==> config.mk <==
export PLATFORM = sky130hd
export DESIGN_NAME = async_fifo
export DESIGN_NICKNAME = d
export VERILOG_FILES = /design/src/rtl/async_fifo_pkg.sv /design/src/rtl/async_fifo_mem.sv /design/src/rtl/async_fifo.sv
export SDC_FILE = /design/constraint.sdc
export NUM_CORES = 1
export LEC_CHECK = 0
export BUFFER_PORTS_ARGS = -buffer_cell sky130_fd_sc_hd__buf_4
export CORE_MARGIN = 5
export CORE_UTILIZATION = 30
export DETAILED_ROUTE_END_ITERATION = 8
export GPL_ROUTABILITY_DRIVEN = 0
export PLACE_DENSITY = 0.41
export SYNTH_ARGS = -nofsm -noshare
export SYNTH_HDL_FRONTEND = slang
export SYNTH_SLANG_ARGS = --single-unit
==> constraint.sdc <==
create_clock -name clk -period 3.2 [get_ports clk]
set_input_delay 0.16 -clock clk [delete_from_list [all_inputs] [get_ports clk]]
set_output_delay 0.16 -clock clk [all_outputs]
set_load 0.01 [all_outputs]
==> src/rtl/async_fifo_pkg.sv <==
// Shared defaults and helpers for the single-clock async_fifo buffer.
package async_fifo_pkg;

    localparam int unsigned FIFO_DEPTH = 8;
    localparam int unsigned ADD_SIZE   = 4;
    localparam int unsigned DATA_WIDTH = 8;

    // Pointer width: address bits plus one wrap bit.
    function automatic int unsigned ptr_width(input int unsigned depth);
        return $clog2(depth) + 1;
    endfunction

endpackage

==> src/rtl/async_fifo_mem.sv <==
// Simple dual-port register array: synchronous write, registered read.
module async_fifo_mem
    import async_fifo_pkg::*;
#(
    parameter int unsigned depth      = FIFO_DEPTH,
    parameter int unsigned addr_width = ADD_SIZE - 1,
    parameter int unsigned data_width = DATA_WIDTH
) (
    input  logic                  clk,
    input  logic                  rst,
    input  logic                  we,
    input  logic [addr_width-1:0] waddr,
    input  logic [data_width-1:0] wdata,
    input  logic                  re,
    input  logic [addr_width-1:0] raddr,
    output logic [data_width-1:0] rdata
);

    logic [data_width-1:0] mem_q [depth];
    logic [data_width-1:0] rdata_q;

    // Storage is deliberately not reset.
    always_ff @(posedge clk) begin
        if (we) begin
            mem_q[waddr] <= wdata;
        end
    end

    // Output word holds unless a read is accepted; cleared by reset.
    always_ff @(posedge clk) begin
        if (rst) begin
            rdata_q <= '0;
        end else if (re) begin
            rdata_q <= mem_q[raddr];
        end
    end

    assign rdata = rdata_q;

endmodule

==> src/rtl/async_fifo.sv <==
// Single-clock FIFO with full/empty flags.
// Optional status outputs (data_count, almost_full, almost_empty) are built
// when ASYNC_FIFO_STATUS_EN is defined.
module async_fifo
    import async_fifo_pkg::*;
#(
    parameter int unsigned fifo_depth = FIFO_DEPTH,
    parameter int unsigned add_size   = ptr_width(fifo_depth),
    parameter int unsigned data_width = DATA_WIDTH
) (
    input  logic                  clk,
    input  logic                  rst,
    input  logic                  wr_en,
    input  logic                  rd_en,
    input  logic [data_width-1:0] write_data,
    output logic [data_width-1:0] read_data,
    output logic                  empty,
    output logic                  full
`ifdef ASYNC_FIFO_STATUS_EN
    ,
    output logic [add_size-1:0]   data_count,
    output logic                  almost_full,
    output logic                  almost_empty
`endif
);

    logic [add_size-1:0] wr_ptr_q, wr_ptr_d;
    logic [add_size-1:0] rd_ptr_q, rd_ptr_d;
    logic                wr_fire, rd_fire;

    // Flags come straight from the registered pointers.
    assign empty = (wr_ptr_q == rd_ptr_q);
    assign full  = (wr_ptr_q[add_size-1] != rd_ptr_q[add_size-1]) &&
                   (wr_ptr_q[add_size-2:0] == rd_ptr_q[add_size-2:0]);

    // Requests are gated by the pre-edge flags.
    assign wr_fire = wr_en && !full && !rst;
    assign rd_fire = rd_en && !empty && !rst;

    // Next-state pointers, wrapping modulo 2^add_size.
    always_comb begin
        wr_ptr_d = wr_ptr_q;
        rd_ptr_d = rd_ptr_q;
        if (wr_fire) begin
            wr_ptr_d = wr_ptr_q + 1'b1;
        end
        if (rd_fire) begin
            rd_ptr_d = rd_ptr_q + 1'b1;
        end
    end

    // Pointer registers with synchronous reset.
    always_ff @(posedge clk) begin
        if (rst) begin
            wr_ptr_q <= '0;
            rd_ptr_q <= '0;
        end else begin
            wr_ptr_q <= wr_ptr_d;
            rd_ptr_q <= rd_ptr_d;
        end
    end

    async_fifo_mem #(
        .depth      (fifo_depth),
        .addr_width (add_size - 1),
        .data_width (data_width)
    ) u_mem (
        .clk   (clk),
        .rst   (rst),
        .we    (wr_fire),
        .waddr (wr_ptr_q[add_size-2:0]),
        .wdata (write_data),
        .re    (rd_fire),
        .raddr (rd_ptr_q[add_size-2:0]),
        .rdata (read_data)
    );

`ifdef ASYNC_FIFO_STATUS_EN
    localparam logic [add_size-1:0] AlmostFullLvl = add_size'(fifo_depth - 1);

    // Occupancy and threshold flags, combinational from the pointers.
    always_comb begin
        data_count   = wr_ptr_q - rd_ptr_q;
        almost_full  = (data_count >= AlmostFullLvl);
        almost_empty = (data_count <= add_size'(1));
    end
`endif

endmodule

==> results.py, run 1 <==
metrics = {
    "detailed_routing": {
        "post-route-drc-count": 0,
        "viasPerCell": 4.73,
        "drtIter0Drc": 127,
        "vias": 1694,
        "drt-total-wl_mm": 6.40,
        "dr.pass1.iters": 4,
        "antenna_left": 0,
        "wl_per_cell_um": 17.9,
    },
    "min_path": {
        "worstHoldPathCells": 1,
        "holdCritStartpoint": "write_data[3]",
        "min_path_type": "input port to register",
    },
    "worst_setup_path": {
        "worst_r2r_path_depth": 5,
        "arrival_ns": 2.35,
        "critPathLaunch": "wr_ptr_q[0]",
        "start_kind": "register",
        "crit_fanout": 11,
        "crit_path_end_kind": "register",
        "r2r-start": "wr_ptr_q[0]",
        "cp.required_ns": 3.17,
        "critPathKind": "register to register",
    },
    "cts": {
        "insertion_delay_ns": 0.34,
        "cts.repair.resized": 0,
        "cts_tree": "yes",
        "postCtsSetupBuffers": 0,
        "cts.sinks": 80,
        "cts_buffer_depth": 2,
        "hold_buffers": 0,
        "clockRootBuffer": "clkbuf_8",
        "cts_buffers": 9,
        "htreeDepth": 3,
        "clkTransAtPathRegs_ns": 0.09,
    },
    "timing": {
        "worst_clock_skew_ns": 0.0107,
        "min_period_over_period_pct": 74.6,
        "max_clock_freq_mhz": 419,
        "hold_viol_final": 0,
        "rsz0062_at_grt": "false",
        "relSlewSlack_pct": 36.2,
        "slew_viol_final": 0,
        "finalSetupViolCount": 0,
        "period_minus_slack_ns": 2.39,
        "worstMarginPinSlew_ns": 0.957,
        "fin_tns_setup_ns": 0,
    },
    "yosys": {
        "yosys-top-cells-count": "64 x edfxtp_1, 17 x nor2_1, 16 x dfxtp_1, 10 x mux2i_1, 9 x mux4_2",
        "ys_ff_latch": 80,
        "ys_types": 32,
        "synth_most_common_cell": "edfxtp_1",
        "syn_avg_cell_area_um2": 17.9,
        "synthArstFlopShare_pct": 0,
        "syn_area_um2": 3270,
        "synthFlopType": "edfxtp_1",
        "ys_top_cells_by_area": "edfxtp_1 59%, dfxtp_1 9.8%, mux4_2 6.2%",
        "yosysWarnings": 0,
        "yosys.area.top_type": "edfxtp_1",
        "seq_area_frac_synth_pct": 68.5,
        "synth-edff-count": 64,
        "synth_cells": 183,
        "syn-num-nets": 197,
        "yosysTopAreaCellShare_pct": 58.7,
    },
    "final_layout": {
        "fillers": 1039,
        "area_delta_synth_final_pct": 17.3,
        "drive_gt1_share_pct": 32.1,
        "antenna_cells": 0,
        "multi_input_area_um2": 940,
        "seq_area_um2": 2240,
        "fin_area_um2": 3840,
        "fin_nets": 227,
        "utilization_pct": 35.8,
    },
    "global_routing": {
        "grt_max_degree": 21,
        "grt_pass1_vias": 1779,
        "grt_util_met3_pct": 3.22,
        "top_usage_layer": "met2",
        "grt_util_met2_pct": 17.2,
        "grt.total_usage_pct": 10.7,
        "globalRouteOverflowTotal": 0,
        "grtUsageMet1_pct": 13.2,
        "antenna_found_initial": 0,
        "grt_first_pass_wirelength_mm": 10.0,
    },
    "placed_design": {
        "io_buffer_count": 21,
        "dp_hpwl_mm": 4.11,
        "placed_area_um2": 3600,
    },
    "floorplanning": {
        "num_rows": 38,
        "pin_count": 22,
        "initial_core_util_pct": 30.5,
        "core_um2": 10700,
        "die_y_um": 114,
        "die-area_um2": 13100,
        "die_x_um": 114,
    },
    "status": {
        "status": "complete, no violations",
    },
    "flow_run": {
        "drv_cap": 0,
    },
    "pwr": {
        "power_density_nw_per_um2": 632,
        "p_leak_nw": 1.27,
        "ir_drop_mv": 0.174,
    },
}
-- area by class of cell --
cell class	instances	area share [%]
Timing Repair Buffer	31	6.06
Clock inverter	5	2.70
Clock buffer	11	3.68
Multi-Input combinational cell	89	24.5
Sequential cell	80	58.4
Tap cell	140	4.56
Inverter	2	0.195
-- sequential cells by signal (all words and copies together) (netlist names) --
name and count:
rd_ptr_q 4, u_mem.mem_q 64, u_mem.rdata 8, wr_ptr_q 4
-- power breakdown --
group | leakage, nW | internal [mW] | switching [mW]
Sequential | 0.709 | 1.16 | 0.0254
Combinational | 0.434 | 0.155 | 0.184
Clock | 0.124 | 0.542 | 0.360
-- worst max-delay path, stage by stage, from the launching register on --
cell and delay [ns]:
dfxtp_1 0.57, xor2_2 0.24, o41ai_2 0.11, buf_4 0.18, or2_2 0.31, nor2_1 0.59
-- through the flow --
stage	total power, mW	hold WS [ns]	instances	setup WS (ns)
6_report	2.43	0.0467	358	0.814
5_1_grt	2.54	0.0188	358	0.611
4_1_cts	2.47	0.0221	358	0.788
3_5_place_dp	1.56	0.400	342	0.806
3_3_place_gp	1.55	0.393	342	0.929
2_1_floorplan	1.45	0.259	183	0.970
-- worst paths after layout --
| path | end | slack [ns] |
|---|---|---|
| max | u_mem.mem_q[7][7] | 0.81 |
| min | u_mem.mem_q[7][3] | 0.05 |
| max reg2reg | u_mem.mem_q[7][7] | 0.81 |
| min reg2reg | rd_ptr_q[3] | 0.53 |
-- cells by family after synthesis --
family	Yosys count	synth area share, %
fa+ha+maj	2	0.764
buf+inv	14	2.83
mux	26	14.9
flops	80	68.5
compound gates	18	5.46
simple gates	36	5.27
xor+xnor	7	2.33
-- cell usage in the layout, fill, tap and decap left out, types with 3 or more instances in the layout --
master	netlist	routed
xor2_1	3	3
nor4_1	4	4
mux4_2	9	9
a211oi_2	8	8
buf_4	1	31
bufinv_16	0	3
edfxtp_1	64	64
clkbuf_8	0	10
mux4_1	7	7
nand2_1	3	3
nor2_1	17	17
a21oi_1	3	3
dfxtp_1	16	16
mux2i_1	10	10
or2_2	3	3
-- layer usage --
layer / vias up / routed length, µm
met2: 33 / 3210
met5: - / 0
met4: 0 / 129
met1: 870 / 2750
met3: 10 / 304
li1: 781 / -
Note: power is estimated with default switching activity, not from simulation.
==> inputs of run 2 (changes only) <==
==> constraint.sdc (replaced) <==
create_clock -name clk -period 2.2 [get_ports clk]
set_input_delay 0.11 -clock clk [delete_from_list [all_inputs] [get_ports clk]]
set_output_delay 0.11 -clock clk [all_outputs]
set_load 0.01 [all_outputs]
==> run 2 against run 1 <==
Clock power grew 31%. Critical path depth is the same. Wire length grew 8.9%. Combinational power grew 58%. Die area is the same.
==> results.py, run 2 (synthesis gave the netlist of run 1 again) <==
metrics = {
    "status": {
        "status": "complete, no violations",
    },
    "placed_design": {
        "dp_hpwl_mm": 4.75,
        "dp_cells": 350,
        "dp_slack_ns": 0.238,
        "io_buffer_count": 21,
    },
    "worst_setup_path": {
        "r2r_slack_ns": 0.24,
        "start_kind": "register",
        "path_buf_inv": 2,
        "r2r-start": "wr_ptr_q[2]",
        "crit_path_end_kind": "register",
        "critPathKind": "register to register",
        "path_cells": "xor2_1 > o41ai_2 > buf_4 > nor4_1 > buf_4",
        "cp.required_ns": 2.26,
        "timing.rr.end": "u_mem.mem_q[0][4]",
        "crit_fanout": 9,
        "crit_slowest_cell": "dfxtp_1",
        "critical_path.most_common_cell": "buf_4",
        "critPathLaunch": "wr_ptr_q[2]",
        "setup.worst_path.end": "u_mem.mem_q[0][4]",
        "arrival_ns": 2.02,
        "crit_family": "buffers and inverters",
        "cp.depth": 5,
        "worst_r2r_path_depth": 5,
        "critPathMaxStageDelay_ns": 0.39,
    },
    "final_layout": {
        "seq_area_um2": 2240,
        "utilization_pct": 36.9,
        "final_cells": 374,
        "fillers": 1072,
        "largest_reg_flops": 64,
        "layout_common_cells": "64 x edfxtp_1, 38 x buf_4, 17 x nor2_1",
        "layout_commonest_cell": "edfxtp_1",
        "multi_input_area_um2": 940,
        "area_delta_synth_final_pct": 21.2,
        "fin_nets": 243,
        "drive_gt1_share_pct": 33.8,
        "max_flop_register": "u_mem.mem_q",
        "antenna_cells": 0,
    },
    "detailed_routing": {
        "drt-total-wl_mm": 6.97,
        "vias": 1712,
        "antenna_left": 0,
        "post-route-drc-count": 0,
        "viasPerCell": 4.58,
        "wl_per_cell_um": 18.6,
        "dr.pass1.iters": 4,
        "drtIter0Drc": 134,
    },
    "timing": {
        "min_period_over_period_pct": 89.1,
        "worstMarginPinSlew_ns": 0.562,
        "fin_tns_setup_ns": 0,
        "slew_viol_final": 0,
        "hold_viol_final": 0,
        "rsz0062_at_grt": "false",
        "period_minus_slack_ns": 1.96,
        "finalSetupViolCount": 0,
        "setup_slack_ns": 0.241,
        "max_clock_freq_mhz": 510,
        "relSlewSlack_pct": 62.0,
        "worst_clock_skew_ns": 0.00874,
    },
    "pwr": {
        "p_leak_nw": 1.33,
        "p_total_mw": 3.44,
        "power_density_nw_per_um2": 867,
        "ir_drop_mv": 0.255,
    },
    "floorplanning": {
        "die_x_um": 114,
        "die_y_um": 114,
        "num_rows": 38,
        "pin_count": 22,
        "core_um2": 10700,
        "die-area_um2": 13100,
        "initial_core_util_pct": 30.5,
    },
    "cts": {
        "cts_tree": "yes",
        "cts_buffer_depth": 2,
        "clkTransAtPathRegs_ns": 0.09,
        "postCtsSetupBuffers": 0,
        "insertion_delay_ns": 0.35,
        "htreeDepth": 3,
        "clockRootBuffer": "clkbuf_8",
        "cts.sinks": 80,
        "cts_buffers": 9,
    },
    "min_path": {
        "worstHoldPathCells": 2,
        "min_path_type": "input port to register",
    },
    "global_routing": {
        "grt_first_pass_wirelength_mm": 10.8,
        "grt_pass1_vias": 1808,
        "grt_max_degree": 21,
        "globalRouteOverflowTotal": 0,
        "grt.total_usage_pct": 11.7,
        "antenna_found_initial": 0,
    },
    "flow_run": {
        "drv_cap": 0,
    },
}
-- run 2: final cells by class --
class / instances / area share, %
well taps: 140 / 4.42
repair buffers: 47 / 9.71
flip-flops and latches: 80 / 56.5
clock buffers: 9 / 3.12
multi-input cells: 89 / 23.7
clock inverters: 7 / 2.37
inverters: 2 / 0.189
-- run 2: routing by layer --
layer / share of wire, % / routed length, µm / GRT usage (%) / vias up
met5: 0 / 0 / 0 / -
met4: 1.4 / 97 / 5.46 / 0
met3: 3.5 / 242 / 2.54 / 8
met2: 52 / 3590 / 19.4 / 28
met1: 44 / 3040 / 14.7 / 858
li1: - / - / - / 818
-- run 2: metrics by stage --
step	hold slack (ns)	area [µm²]
5_1_grt	0.0693	3970
3_3_place_gp	0.357	3670
4_1_cts	0.0669	3970
6_report	0.0888	3970
3_5_place_dp	0.366	3670
2_1_floorplan	0.209	3270
-- run 2: what timing repair did --
| item | CTS | global route |
|---|---|---|
| gates resized for setup | 0 | 0 |
| hold buffers | 8 | 0 |
| endpoints found under the setup margin | 0 | 0 |
| hold endpoints to repair | 64 | 0 |
-- run 2: power breakdown --
group | internal (mW) | switching (mW) | total, mW | leakage (nW)
logic | 0.251 | 0.283 | 0.534 | 0.513
registers | 1.69 | 0.0337 | 1.73 | 0.709
clock network | 0.639 | 0.540 | 1.18 | 0.106
-- run 2: worst register-to-register path, stage by stage (launching register included) --
cell     delay (ns)
dfxtp_1        0.39
xor2_1         0.38
o41ai_2        0.13
buf_4          0.18
nor4_1         0.38
buf_4          0.22
-- run 2: how the worst min path moves through the flow --
stage	from	endpoint	slack (ns)
final	rst	u_mem.rdata[3]	0.09
after CTS	rst	u_mem.rdata[3]	0.07
after floorplan	write_data[0]	u_mem.mem_q[0][0]	0.21
after detailed placement	write_data[0]	u_mem.mem_q[3][0]	0.37
after global placement	write_data[0]	u_mem.mem_q[3][0]	0.36
after global routing	rst	u_mem.rdata[3]	0.07
